`config.mk`:
```
export PLATFORM = sky130hd
export DESIGN_NAME = mem_wb
export DESIGN_NICKNAME = d
export VERILOG_FILES = /design/src/rtl/mem_wb_pkg.sv /design/src/rtl/mem_ctl_fsm.sv /design/src/rtl/mem_wb.sv
export SDC_FILE = /design/constraint.sdc
export NUM_CORES = 1
export LEC_CHECK = 0
export ABC_AREA = 1
export ABC_CLOCK_PERIOD_IN_PS = 1850
export CAP_MARGIN = 20
export CORE_UTILIZATION = 34
export CTS_BUF_LIST = sky130_fd_sc_hd__clkbuf_8 sky130_fd_sc_hd__clkbuf_16
export DETAILED_ROUTE_END_ITERATION = 10
export PLACE_DENSITY = 0.67
export SYNTH_ARGS = -nofsm -noshare
export SYNTH_HDL_FRONTEND = slang
export SYNTH_HIERARCHICAL = 1
export SYNTH_SLANG_ARGS = --single-unit
```
`constraint.sdc`:
```
create_clock -name clk -period 1.85 [get_ports clk]
set_input_delay 0.185 -clock clk [delete_from_list [all_inputs] [get_ports clk]]
set_output_delay 0.185 -clock clk [all_outputs]
set_load 0.1 [all_outputs]
```
`src/rtl/mem_wb_pkg.sv`:
```
// rtl/mem_wb_pkg.sv - shared widths, FSM encoding and writeback source codes for the memory stage
package mem_wb_pkg;

    localparam int OPERAND_WIDTH  = 16;
    localparam int WAIT_CNT_WIDTH = 16;

    typedef enum logic {
        IDLE = 1'b0,
        BUSY = 1'b1
    } mem_state_e;

    localparam logic [1:0] DTR_ALU = 2'd0;
    localparam logic [1:0] DTR_MEM = 2'd1;
    localparam logic [1:0] DTR_PC  = 2'd2;

endpackage

```
`src/rtl/mem_ctl_fsm.sv`:
```
// rtl/mem_ctl_fsm.sv - data-memory request sequencer with wait counter and timeout abort
module mem_ctl_fsm
    import mem_wb_pkg::*;
#(
    parameter int TIMEOUT = 64
) (
    input  logic clk,
    input  logic rst,
    input  logic mem_read,
    input  logic mem_write,
    input  logic mem_done,
    output logic mem_rd,
    output logic mem_wr,
    output logic stall,
    output logic complete,
    output logic timeout
);

    mem_state_e                state;
    logic [WAIT_CNT_WIDTH-1:0] wait_cnt;
    logic                      req;

    assign req = mem_read | mem_write;

    // Strobes and stall are combinational so a same-cycle mem_done costs no stall.
    always_comb begin
        mem_rd   = 1'b0;
        mem_wr   = 1'b0;
        stall    = 1'b0;
        complete = 1'b0;
        timeout  = 1'b0;
        if (rst) begin
            case (state)
                IDLE: begin
                    mem_wr   = mem_write;
                    mem_rd   = mem_read & ~mem_write;
                    stall    = req & ~mem_done;
                    complete = req & mem_done;
                end
                BUSY: begin
                    timeout  = ~mem_done && (wait_cnt == WAIT_CNT_WIDTH'(TIMEOUT - 1));
                    stall    = ~mem_done & ~timeout;
                    complete = mem_done | timeout;
                end
                default: ;
            endcase
        end
    end

    always_ff @(posedge clk or negedge rst) begin
        if (!rst) begin
            state    <= IDLE;
            wait_cnt <= '0;
        end else begin
            case (state)
                IDLE: begin
                    wait_cnt <= '0;
                    if (req && !mem_done) state <= BUSY;
                end
                BUSY: begin
                    wait_cnt <= wait_cnt + 1'b1;
                    if (mem_done || timeout) state <= IDLE;
                end
                default: state <= IDLE;
            endcase
        end
    end

endmodule

```
`src/rtl/mem_wb.sv`:
```
// rtl/mem_wb.sv - memory stage: issues data-memory accesses and holds the MEM/WB pipeline registers
module mem_wb
    import mem_wb_pkg::*;
#(
    parameter int OPERAND_WIDTH = mem_wb_pkg::OPERAND_WIDTH,
    parameter int TIMEOUT       = 64
) (
    input  logic                     clk,
    input  logic                     rst,
    input  logic [OPERAND_WIDTH-1:0] ex_mem_read2Data,
    input  logic [OPERAND_WIDTH-1:0] ex_mem_AluRes,
    input  logic [OPERAND_WIDTH-1:0] ex_mem_PC_incr,
    input  logic [1:0]               ex_mem_DatatoReg,
    input  logic [2:0]               ex_mem_writeRegSel,
    input  logic                     ex_mem_MemRead,
    input  logic                     ex_mem_MemWrite,
    input  logic                     ex_mem_RegWrite,
    input  logic                     ex_mem_Halt,
    output logic [OPERAND_WIDTH-1:0] mem_Addr,
    output logic [OPERAND_WIDTH-1:0] mem_DataIn,
    output logic                     mem_Rd,
    output logic                     mem_Wr,
    input  logic [OPERAND_WIDTH-1:0] mem_DataOut,
    input  logic                     mem_Done,
    input  logic                     mem_Err,
    output logic                     DMemStall,
    output logic [OPERAND_WIDTH-1:0] mem_wb_ReadData,
    output logic [OPERAND_WIDTH-1:0] mem_wb_AluRes,
    output logic [OPERAND_WIDTH-1:0] mem_wb_PC_incr,
    output logic [1:0]               mem_wb_DatatoReg,
    output logic [2:0]               mem_wb_writeRegSel,
    output logic                     mem_wb_RegWrite,
    output logic                     mem_wb_Halt,
    output logic                     mem_wb_Err
);

    logic complete;
    logic timeout;
    logic mem_op;
    logic rd_done;

    assign mem_Addr   = ex_mem_AluRes;
    assign mem_DataIn = ex_mem_read2Data;
    assign mem_op     = ex_mem_MemRead | ex_mem_MemWrite;
    // ex_mem is frozen by the stall, so its controls still describe the access in flight.
    assign rd_done    = complete & ex_mem_MemRead & ~ex_mem_MemWrite & ~timeout;

    mem_ctl_fsm #(
        .TIMEOUT (TIMEOUT)
    ) u_ctl (
        .clk       (clk),
        .rst       (rst),
        .mem_read  (ex_mem_MemRead),
        .mem_write (ex_mem_MemWrite),
        .mem_done  (mem_Done),
        .mem_rd    (mem_Rd),
        .mem_wr    (mem_Wr),
        .stall     (DMemStall),
        .complete  (complete),
        .timeout   (timeout)
    );

    always_ff @(posedge clk or negedge rst) begin
        if (!rst) begin
            mem_wb_ReadData    <= '0;
            mem_wb_AluRes      <= '0;
            mem_wb_PC_incr     <= '0;
            mem_wb_DatatoReg   <= '0;
            mem_wb_writeRegSel <= '0;
            mem_wb_RegWrite    <= 1'b0;
            mem_wb_Halt        <= 1'b0;
            mem_wb_Err         <= 1'b0;
        end else if (!mem_wb_Halt) begin
            if (DMemStall) begin
                mem_wb_RegWrite <= 1'b0;
                mem_wb_Halt     <= 1'b0;
            end else begin
                mem_wb_ReadData    <= rd_done ? mem_DataOut : '0;
                mem_wb_AluRes      <= ex_mem_AluRes;
                mem_wb_PC_incr     <= ex_mem_PC_incr;
                mem_wb_DatatoReg   <= ex_mem_DatatoReg;
                mem_wb_writeRegSel <= ex_mem_writeRegSel;
                mem_wb_RegWrite    <= ex_mem_RegWrite;
                mem_wb_Halt        <= ex_mem_Halt;
                mem_wb_Err         <= timeout | (mem_Err & mem_Done & mem_op);
            end
        end
    end

endmodule

```
After elaboration in Yosys (flattened, before gate mapping)

Index checks and enable logic that the tools add are counted.

Logic and storage cells: 54
Bits of input ports: 77
Register bits after elaboration: 73
Output and inout bits: 91

Reductions and logical operators: 5
Equality and inequality tests: 1
Bitwise logic cells: 19
Add/sub/neg operators: 1
Multiplexer cells: 18

Operators with widths:

| cell                  | number |
|---|---|
| $pmux 16 s2           | 1 |
| $add 16x1->16 const B | 1 |
| $eq 16x6->1 const B   | 1 |
| $mux 16               | 1 |
| $mux 1                | 13 |
| $and 1x1->1           | 9 |
| $not 1->1             | 7 |
| $pmux 1 s2            | 3 |
| $or 1x1->1            | 3 |
| $logic_and 1x1->1     | 2 |
| $reduce_and 2->1      | 1 |
| $logic_not 1->1       | 1 |
| $logic_or 1x1->1      | 1 |

Depth between registers and ports, before layout

Gate-level depths: netlist of the first run.

Depth in word-level cells: 9
Mapped depth: 11
Mapped depth without buffers: 10

Hierarchy

Netlist of the first run, hierarchy kept.

By module, submodules not included:

| module      | cells each | area an instance (µm²) | times used | sequential area each (µm²) |
|---|---|---|---|---|
| mem_wb      | 312        | 2521.2                 | 1          | 1401.3 |
| mem_ctl_fsm | 130        | 965.9                  | 1          | 425.4 |

Worst setup path after synthesis of the first run

No wires, ideal clock.

Kind: register -> register
Start point: register u_ctl.wait_cnt[0]
End point: register mem_wb_AluRes[10]
Stages on the path, launching flop included: 11
Path buffers: 2
Slack: -1.574 ns
Clock period less this slack: 3.424 ns
Setup time: 0.067 ns
Arrival: 3.357 ns
Data required time: 1.783 ns
Path through: dfrtp_1 ha_1 nand3_2 nor2_4 a31oi_1 inv_1 nand2_2 buf_4 buf_6 nand2_1 nand2_1

Word-level cells in the longest chain between the ends: 8

Ends and longest elaborated chain:

| item                              | line              | text |
|---|---|---|
| start: declaration                | mem_ctl_fsm.sv:20 | `logic [WAIT_CNT_WIDTH-1:0] wait_cnt;` |
| start signal: assignment          | mem_ctl_fsm.sv:61 | `wait_cnt <= wait_cnt + 1'b1;` |
| $eq 16x6->1                       | mem_ctl_fsm.sv:41 | `timeout = ~mem_done && (wait_cnt == WAIT_CNT_WIDTH'(TIMEOUT - 1));` |
| $logic_and 1x1->1                 | mem_ctl_fsm.sv:41 |  |
| $not 1->1                         | mem_ctl_fsm.sv:42 | `stall = ~mem_done & ~timeout;` |
| $and 1x1->1                       | mem_ctl_fsm.sv:42 |  |
| $pmux 1 s2                        | mem_ctl_fsm.sv:33 | `case (state)` |
| $mux 1                            | mem_ctl_fsm.sv:32 | `if (rst) begin` |
| named net DMemStall               | mem_wb.sv:26      | `output logic DMemStall,` |
| $not 1->1 (no source line)        | -                 |  |
| $reduce_and 2->1 (no source line) | -                 |  |
| end signal: assignment            | mem_wb.sv:79      | `mem_wb_AluRes <= ex_mem_AluRes;` |
| end: declaration                  | mem_wb.sv:28      | `output logic [OPERAND_WIDTH-1:0] mem_wb_AluRes,` |

The timed path passes the listed nets, and every way through them passes these cells.
A chain may end at the register's enable or synchronous reset.

Worst setup path in the final report of the first run

Start point: register u_ctl.wait_cnt[0]
End point: output port DMemStall

Word-level cells in the longest chain between the ends: 6

Ends and longest elaborated chain:

| item              | line |
|---|---|
| $eq 16x6->1       | mem_ctl_fsm.sv:41 |
| $logic_and 1x1->1 | mem_ctl_fsm.sv:41 |
| $not 1->1         | mem_ctl_fsm.sv:42 |
| $and 1x1->1       | mem_ctl_fsm.sv:42 |
| $pmux 1 s2        | mem_ctl_fsm.sv:33 |
| $mux 1            | mem_ctl_fsm.sv:32 |
| end: declaration  | mem_wb.sv:26 |

Every way passes these cells.

==> key figures, run 1 <==
Status
  • Status: completed

Worst setup path
  • Crit-path max FO: 4
  • Highest cell delay on the worst timing path: 440 ps
  • CP Capture Type: output port
  • Worst Setup Path Type: reg -> out
  • Critical Path AT: 1640 ps
  • Origin of the critical flop-to-flop path: u_ctl/wait_cnt[6]
  • Worst path bufs/invs: 2
  • CP top delay family: flip-flops
  • Element type at the critical path start: flop
  • R2R Setup Slk: 120 ps
  • Worst Reg-to-Reg Cells: 11
  • Worst path slowest cell: dfrtp_1
  • Worst R2R End: mem_wb_ReadData[5]
  • Crit-path cells: ha_4 -> nand3_4 -> nor2_4 -> buf_6 -> a31oi_4 -> buf_12
  • Worst EP required: 1660 ps

Finish
  • Sequential Area: 0.00183 mm2
  • Layout cells sized above 1: 0.243
  • Antenna cell count: 0
  • Fillers: 919
  • Multi-input logic area: 0.00129 mm2
  • Nets: 645
  • Layout Cells excl Fill: 705
  • Design area: 0.00531 mm2
  • Synth-to-layout area growth: 52.2%

Power
  • Combinational share of power: 0.248
  • Net Switching: 1370 uW
  • Cell area power density: 804 mW/mm2
  • Sw Share: 0.321
  • Peak supply drop: 0.531 mV
  • Pleak: 0.00270 uW
  • Internal power: 2900 uW
  • Share of power burned in registers: 0.398
  • Total power: 4270 uW
  • Clock power frac: 0.353

GRT
  • Total grt overflow: 0
  • GRT Overall Usage: 0.161
  • Largest net degree at the start of global routing: 65
  • Number of antenna violations at the first check in global routing: 0
  • Vias in the first global route: 2,965
  • Global-route wire length before repair: 13.4 mm

Synth
  • Syn avg cell area: 7.89 um2
  • Post-synthesis sequential area ratio: 0.524
  • Synthesized area: 0.00349 mm2
  • Ys Warns: 6
  • Cells after Synth: 442
  • Synth cell types: 27
  • Register bit total from synthesis: 73
  • Syn nets: 520

Die
  • Die Width: 103 um
  • Boundary Pins: 168
  • Core area: 0.00986 mm2
  • Total die area: 0.0107 mm2
  • Initial Utilization: 0.354
  • Std-Cell Rows: 36
  • Die H: 103 um

Placement
  • DP Worst Slack: -55.6 ps
  • Port Buffers: 135
  • DP HPWL: 6.30 mm
  • Routability cong.: 0.810
  • Area after DPL: 0.00493 mm2
  • Placed cells: 681

STA
  • Fin. max-slew vios: 0
  • Slew @ Worst Pin: 806 ps
  • Post-route setup slack: 22.8 ps
  • Worst rel slew slack: 0.463
  • Setup Viol. Count Final: 0
  • Hold Vio Cnt, Final: 0
  • Worst Skew: 9.67 ps
  • RSZ-0062 raised after global routing: true
  • Min Tclk post-route: 1830 ps
  • Fmax: 0.547 GHz
  • Fin Hold WS: 232 ps
  • Tcrit/Tclk final: 0.988

Clock tree
  • TritonCTS Buffers: 9
  • CTS root buffer: clkbuf_8
  • Clock Path Buffers: 2
  • Reg clk slew, reported paths: 70 ps
  • Worst skew pair latency: 340 ps
  • Sink Count: 73
  • # H-tree levels: 3
  • CTS tree: yes

Drt
  • DR iter-0 viols: 165
  • Total Routed Length: 8.62 mm
  • DR pass1 iterations: 5
  • DR DRC count: 0
  • Final ANT Viol Nets: 0
  • Routed len/inst: 12.2 um
  • Post-DR vias/cell: 4.39
  • Via count: 3,093

Job
  • MaxCap Viol Count: 0

Min path
  • Hold WC Path Type: in -> async
-- registers in the layout, summed over array words and instances, names as in the netlist --
name / cells
mem_wb_writeRegSel: 3
mem_wb_PC_incr: 16
u_ctl/wait_cnt: 16
mem_wb_AluRes: 16
mem_wb_DatatoReg: 2
mem_wb_Halt: 1
u_ctl/state: 1
mem_wb_RegWrite: 1
mem_wb_Err: 1
mem_wb_ReadData: 16
-- per-stage QoR --
| stage | util | setup TNS (ps) |
|---|---|---|
| 6_report | 0.538 | 0 |
| 5_1_grt | 0.538 | -92.7 |
| 4_1_cts | 0.528 | 0 |
| 3_5_place_dp | 0.500 | -603 |
| 3_3_place_gp | 0.500 | 0 |
| 2_1_floorplan | - | -5930 |
-- kinds of logic after synthesis --
logic type | share of synthesized area
compound gates | 0.0205
flops | 0.524
simple gates | 0.317
buf+inv | 0.128
fa+ha+maj | 0.00359
xor+xnor | 0.00754
-- power groups by stage --
stage	clock, uW	sequential [uW]	combinational [uW]
6_report	1510	1700	1060
5_1_grt	1620	1710	1110
4_1_cts	1550	1700	1070
3_5_place_dp	0	1730	1060
3_3_place_gp	0	1730	1060
2_1_floorplan	0	2140	437
-- how the worst max path moves through the flow --
stage | depth (start not counted) | start | to | slack (ps)
after detailed placement | 10 | ex_mem_MemRead | mem_wb_PC_incr[7] | -60
after global placement | 10 | ex_mem_MemRead | mem_wb_AluRes[8] | 30
after CTS | 5 | u_ctl/wait_cnt[0] | DMemStall | 40
after global routing | 6 | u_ctl/wait_cnt[0] | DMemStall | -50
after floorplan | 10 | u_ctl/wait_cnt[0] | mem_wb_AluRes[10] | -150
final | 6 | u_ctl/wait_cnt[0] | DMemStall | 20
-- synth_stat cells --
cell type / number / area share
nand2_1: 198 / 0.21
dfrtp_1: 73 / 0.52
nor2_1: 49 / 0.053
buf_4: 36 / 0.078
inv_1: 29 / 0.031
buf_2: 8 / 0.011
nand3_1: 6 / 0.0086
nand4_1: 5 / 0.0090
a21oi_1: 4 / 0.0057
nand2_2: 4 / 0.0072
o21ai_0: 4 / 0.0057
inv_2: 3 / 0.0032
nor2_2: 3 / 0.0054
nor2_4: 3 / 0.0097
nor3_1: 3 / 0.0043
o21ai_1: 2 / 0.0029
xor2_1: 2 / 0.0050
a31oi_1: 1 / 0.0018
and3_1: 1 / 0.0018
buf_6: 1 / 0.0032
clkinv_1: 1 / 0.0011
ha_1: 1 / 0.0036
nand3_2: 1 / 0.0029
nand3b_1: 1 / 0.0022
o21a_1: 1 / 0.0022
o21bai_1: 1 / 0.0022
xnor2_1: 1 / 0.0025
-- cells in the final DEF (no fill, tap or decap), drive strengths merged --
cell and n:
a21oi 4, a31oi 1, and3 1, buf 98, bufinv 3, clkbuf 11, clkdlybuf4s50 59, clkinv 2
clkinvlp 1, dfrtp 73, dlygate4sd3 1, ha 1, inv 33, nand2 202, nand3 7, nand3b 1
nand4 5, nor2 55, nor3 3, o21a 1, o21ai 6, o21bai 1, xnor2 1, xor2 2
-- area by class of cell --
class,count,area share
clock inverters,6,0.0200
inverters,33,0.0233
flip-flops and latches,73,0.344
repair buffers,159,0.311
well taps,133,0.0314
multi-input cells,291,0.244
clock buffers,10,0.0259
-- what timing repair did --
action	in CTS	in global routing
endpoints found under the hold margin	9	0
gates resized for setup	0	11
setup buffers	1	5
hold buffers	1	0
setup endpoints to repair	11	17
pin swaps	1	5
cloned	0	1
-- routing by layer --
layer | wire length, um | up-vias | track usage
li1 | - | 1548 | -
met3 | 507 | 11 | 0.0343
met4 | 94 | 0 | 0.0509
met2 | 4410 | 99 | 0.288
met5 | 0 | - | 0
met1 | 3610 | 1435 | 0.195
(Power assumes the default switching activity.)
==> run 2: changes to the inputs <==
--- a/config.mk
+++ b/config.mk
@@ -10,6 +10,6 @@
 export CAP_MARGIN = 20
-export CORE_UTILIZATION = 34
+export CORE_UTILIZATION = 41
 export CTS_BUF_LIST = sky130_fd_sc_hd__clkbuf_8 sky130_fd_sc_hd__clkbuf_16
 export DETAILED_ROUTE_END_ITERATION = 10
-export PLACE_DENSITY = 0.67
+export PLACE_DENSITY = 0.79
 export SYNTH_ARGS = -nofsm -noshare
==> constraint.sdc (replaced) <==
create_clock -name clk -period 1.85 [get_ports clk]
set_input_delay 0.555 -clock clk [delete_from_list [all_inputs] [get_ports clk]]
set_output_delay 0.555 -clock clk [all_outputs]
set_load 0.1 [all_outputs]
==> key figures, run 2 (synthesis results as in run 1) <==
Clock tree
  • Clock Path Buffers: 2
  • Worst skew pair latency: 330 ps
  • Sink Count: 73
  • # H-tree levels: 3
  • Reg clk slew, reported paths: 70 ps
  • TritonCTS Buffers: 9
  • CTS tree: yes
  • CTS root buffer: clkbuf_8

Finish
  • Fillers: 523
  • Layout cells sized above 1: 0.323
  • Most frequent cells in the layout: 172 x nand2_1, 79 x buf_12, 72 x dfrtp_1, 50 x clkdlybuf4s50_1, 43 x nor2_1
  • Nets: 664
  • Commonest non-fill, non-tap cell in the layout: nand2_1
  • Antenna cell count: 0
  • Layout Cells excl Fill: 696
  • Multi-input logic area: 0.00143 mm2
  • Sequential Area: 0.00183 mm2
  • Synth-to-layout area growth: 80.9%

Placement
  • DP HPWL: 6.58 mm
  • Port Buffers: 135
  • Placed cells: 656
  • Routability cong.: 0.870

Worst setup path
  • Element type at the critical path start: input pin
  • Critical Path AT: 1460 ps
  • CP Capture Type: output port
  • R2R Setup Slk: -80 ps
  • Crit-path max FO: 2
  • Worst EP required: 1290 ps
  • Worst Setup Path Type: in -> out

Die
  • Std-Cell Rows: 33
  • Core area: 0.00822 mm2
  • Initial Utilization: 0.424
  • Die Width: 94.2 um
  • Boundary Pins: 168
  • Total die area: 0.00888 mm2
  • Die H: 94.2 um

STA
  • Worst Skew: 6.74 ps
  • Fmax: 0.497 GHz
  • Fin Hold WS: 512 ps
  • Setup TNS: -1130 ps
  • Post-route setup slack: -162 ps
  • Tcrit/Tclk final: 1.09
  • Min Tclk post-route: 2010 ps
  • Fin. max-slew vios: 0
  • Hold Vio Cnt, Final: 0
  • Worst rel slew slack: 0.396
  • Setup Viol. Count Final: 19
  • RSZ-0062 raised after global routing: true
  • Slew @ Worst Pin: 907 ps

Min path
  • Hold WC Path Type: reg -> reg

GRT
  • Number of antenna violations at the first check in global routing: 0
  • Vias in the first global route: 3,169
  • GRT Overall Usage: 0.210
  • Global-route wire length before repair: 14.4 mm
  • Total grt overflow: 0
  • Largest net degree at the start of global routing: 73

Job
  • MaxCap Viol Count: 0

Power
  • Peak supply drop: 0.441 mV
  • Combinational share of power: 0.286
  • Sw Share: 0.325
  • Share of power burned in registers: 0.393
  • Pleak: 0.00326 uW
  • Net Switching: 1430 uW
  • Total power: 4400 uW
  • Clock power frac: 0.321
  • Internal power: 2970 uW
  • Cell area power density: 698 mW/mm2

Drt
  • Post-DR vias/cell: 4.78
  • Final ANT Viol Nets: 0
  • DR DRC count: 0
  • DR pass1 iterations: 4
  • Routed len/inst: 14.3 um
  • DR iter-0 viols: 172
  • Total Routed Length: 9.95 mm
  • Via count: 3,327

Status
  • Status: complete, but fails checks
  • Failing checks: setup timing
## run 2: changes by cell type in the layout (fill, tap and decap cells not counted), sizes merged
cell | previous run | this run
buf | 98 | 115
bufinv | 3 | 2
clkbuf | 11 | 14
clkdlybuf4s15 | 0 | 2
clkdlybuf4s50 | 59 | 50
clkinv | 2 | 3
dlygate4sd2 | 0 | 1
dlymetal6s2s | 0 | 6
inv | 33 | 32
## run 2: power by group through the flow
stage	logic (uW)	clock network, uW	registers, uW
floorplan	436	0	2140
global placement	1210	0	1750
detailed placement	1220	0	1760
CTS	1240	1450	1730
global route	1300	1540	1740
finish	1260	1410	1730
## run 2: critical path: stages
cell           delay [ps]
dlygate4sd2_1         260
nor2_2                150
nand2_2                90
a31oi_4               190
buf_12                200
## run 2: through the flow
step / cell area [um2] / util / setup WS, ps
6_report: 6310 / 0.768 / -162
5_1_grt: 6310 / 0.768 / -204
4_1_cts: 5960 / 0.725 / -205
3_5_place_dp: 5620 / 0.684 / -512
3_3_place_gp: 5620 / 0.684 / -479
2_1_floorplan: 3530 / - / -202
## run 2: area by class of cell
type,count,area share
clock buffer,11,0.0240
clock inverter,5,0.0123
inverter,33,0.0204
multi-input combinational,291,0.226
sequential,73,0.290
tap,105,0.0208
timing repair buffer,178,0.406
## run 2: worst paths after layout
kind | start | end | depth (start not counted)
setup reg to reg | u_ctl/wait_cnt[0] | mem_wb_ReadData[10] | 12
setup / recovery | mem_Done | DMemStall | 5
hold / removal | u_ctl/wait_cnt[5] | u_ctl/wait_cnt[5] | 1
hold reg to reg | u_ctl/wait_cnt[5] | u_ctl/wait_cnt[5] | 1
max in group asynchronous | rst | mem_wb_ReadData[10] | 2
min in group asynchronous | rst | u_ctl/wait_cnt[6] | 2
## run 2: per-layer routing
metal,vias up,GRT usage,part of all wire
met5,-,0,0
met4,0,0.101,0.028
met3,26,0.0477,0.051
met2,118,0.375,0.55
met1,1591,0.233,0.37
li1,1592,-,-
## run 2: timing repair
item	CTS	global route
gates cloned	0	4
setup buffers	7	13
resized for setup	17	53
endpoints found under the setup margin	53	63
pin swaps	4	18
hold endpoints to repair	1	0
hold buffers	1	0
==> run 3: changes to the inputs <==
Settings changed: HOLD_SLACK_MARGIN from default to 0.12.
==> results of run 3 <==
Same layout as run 2: the final DEF is identical, and so are final timing and power.
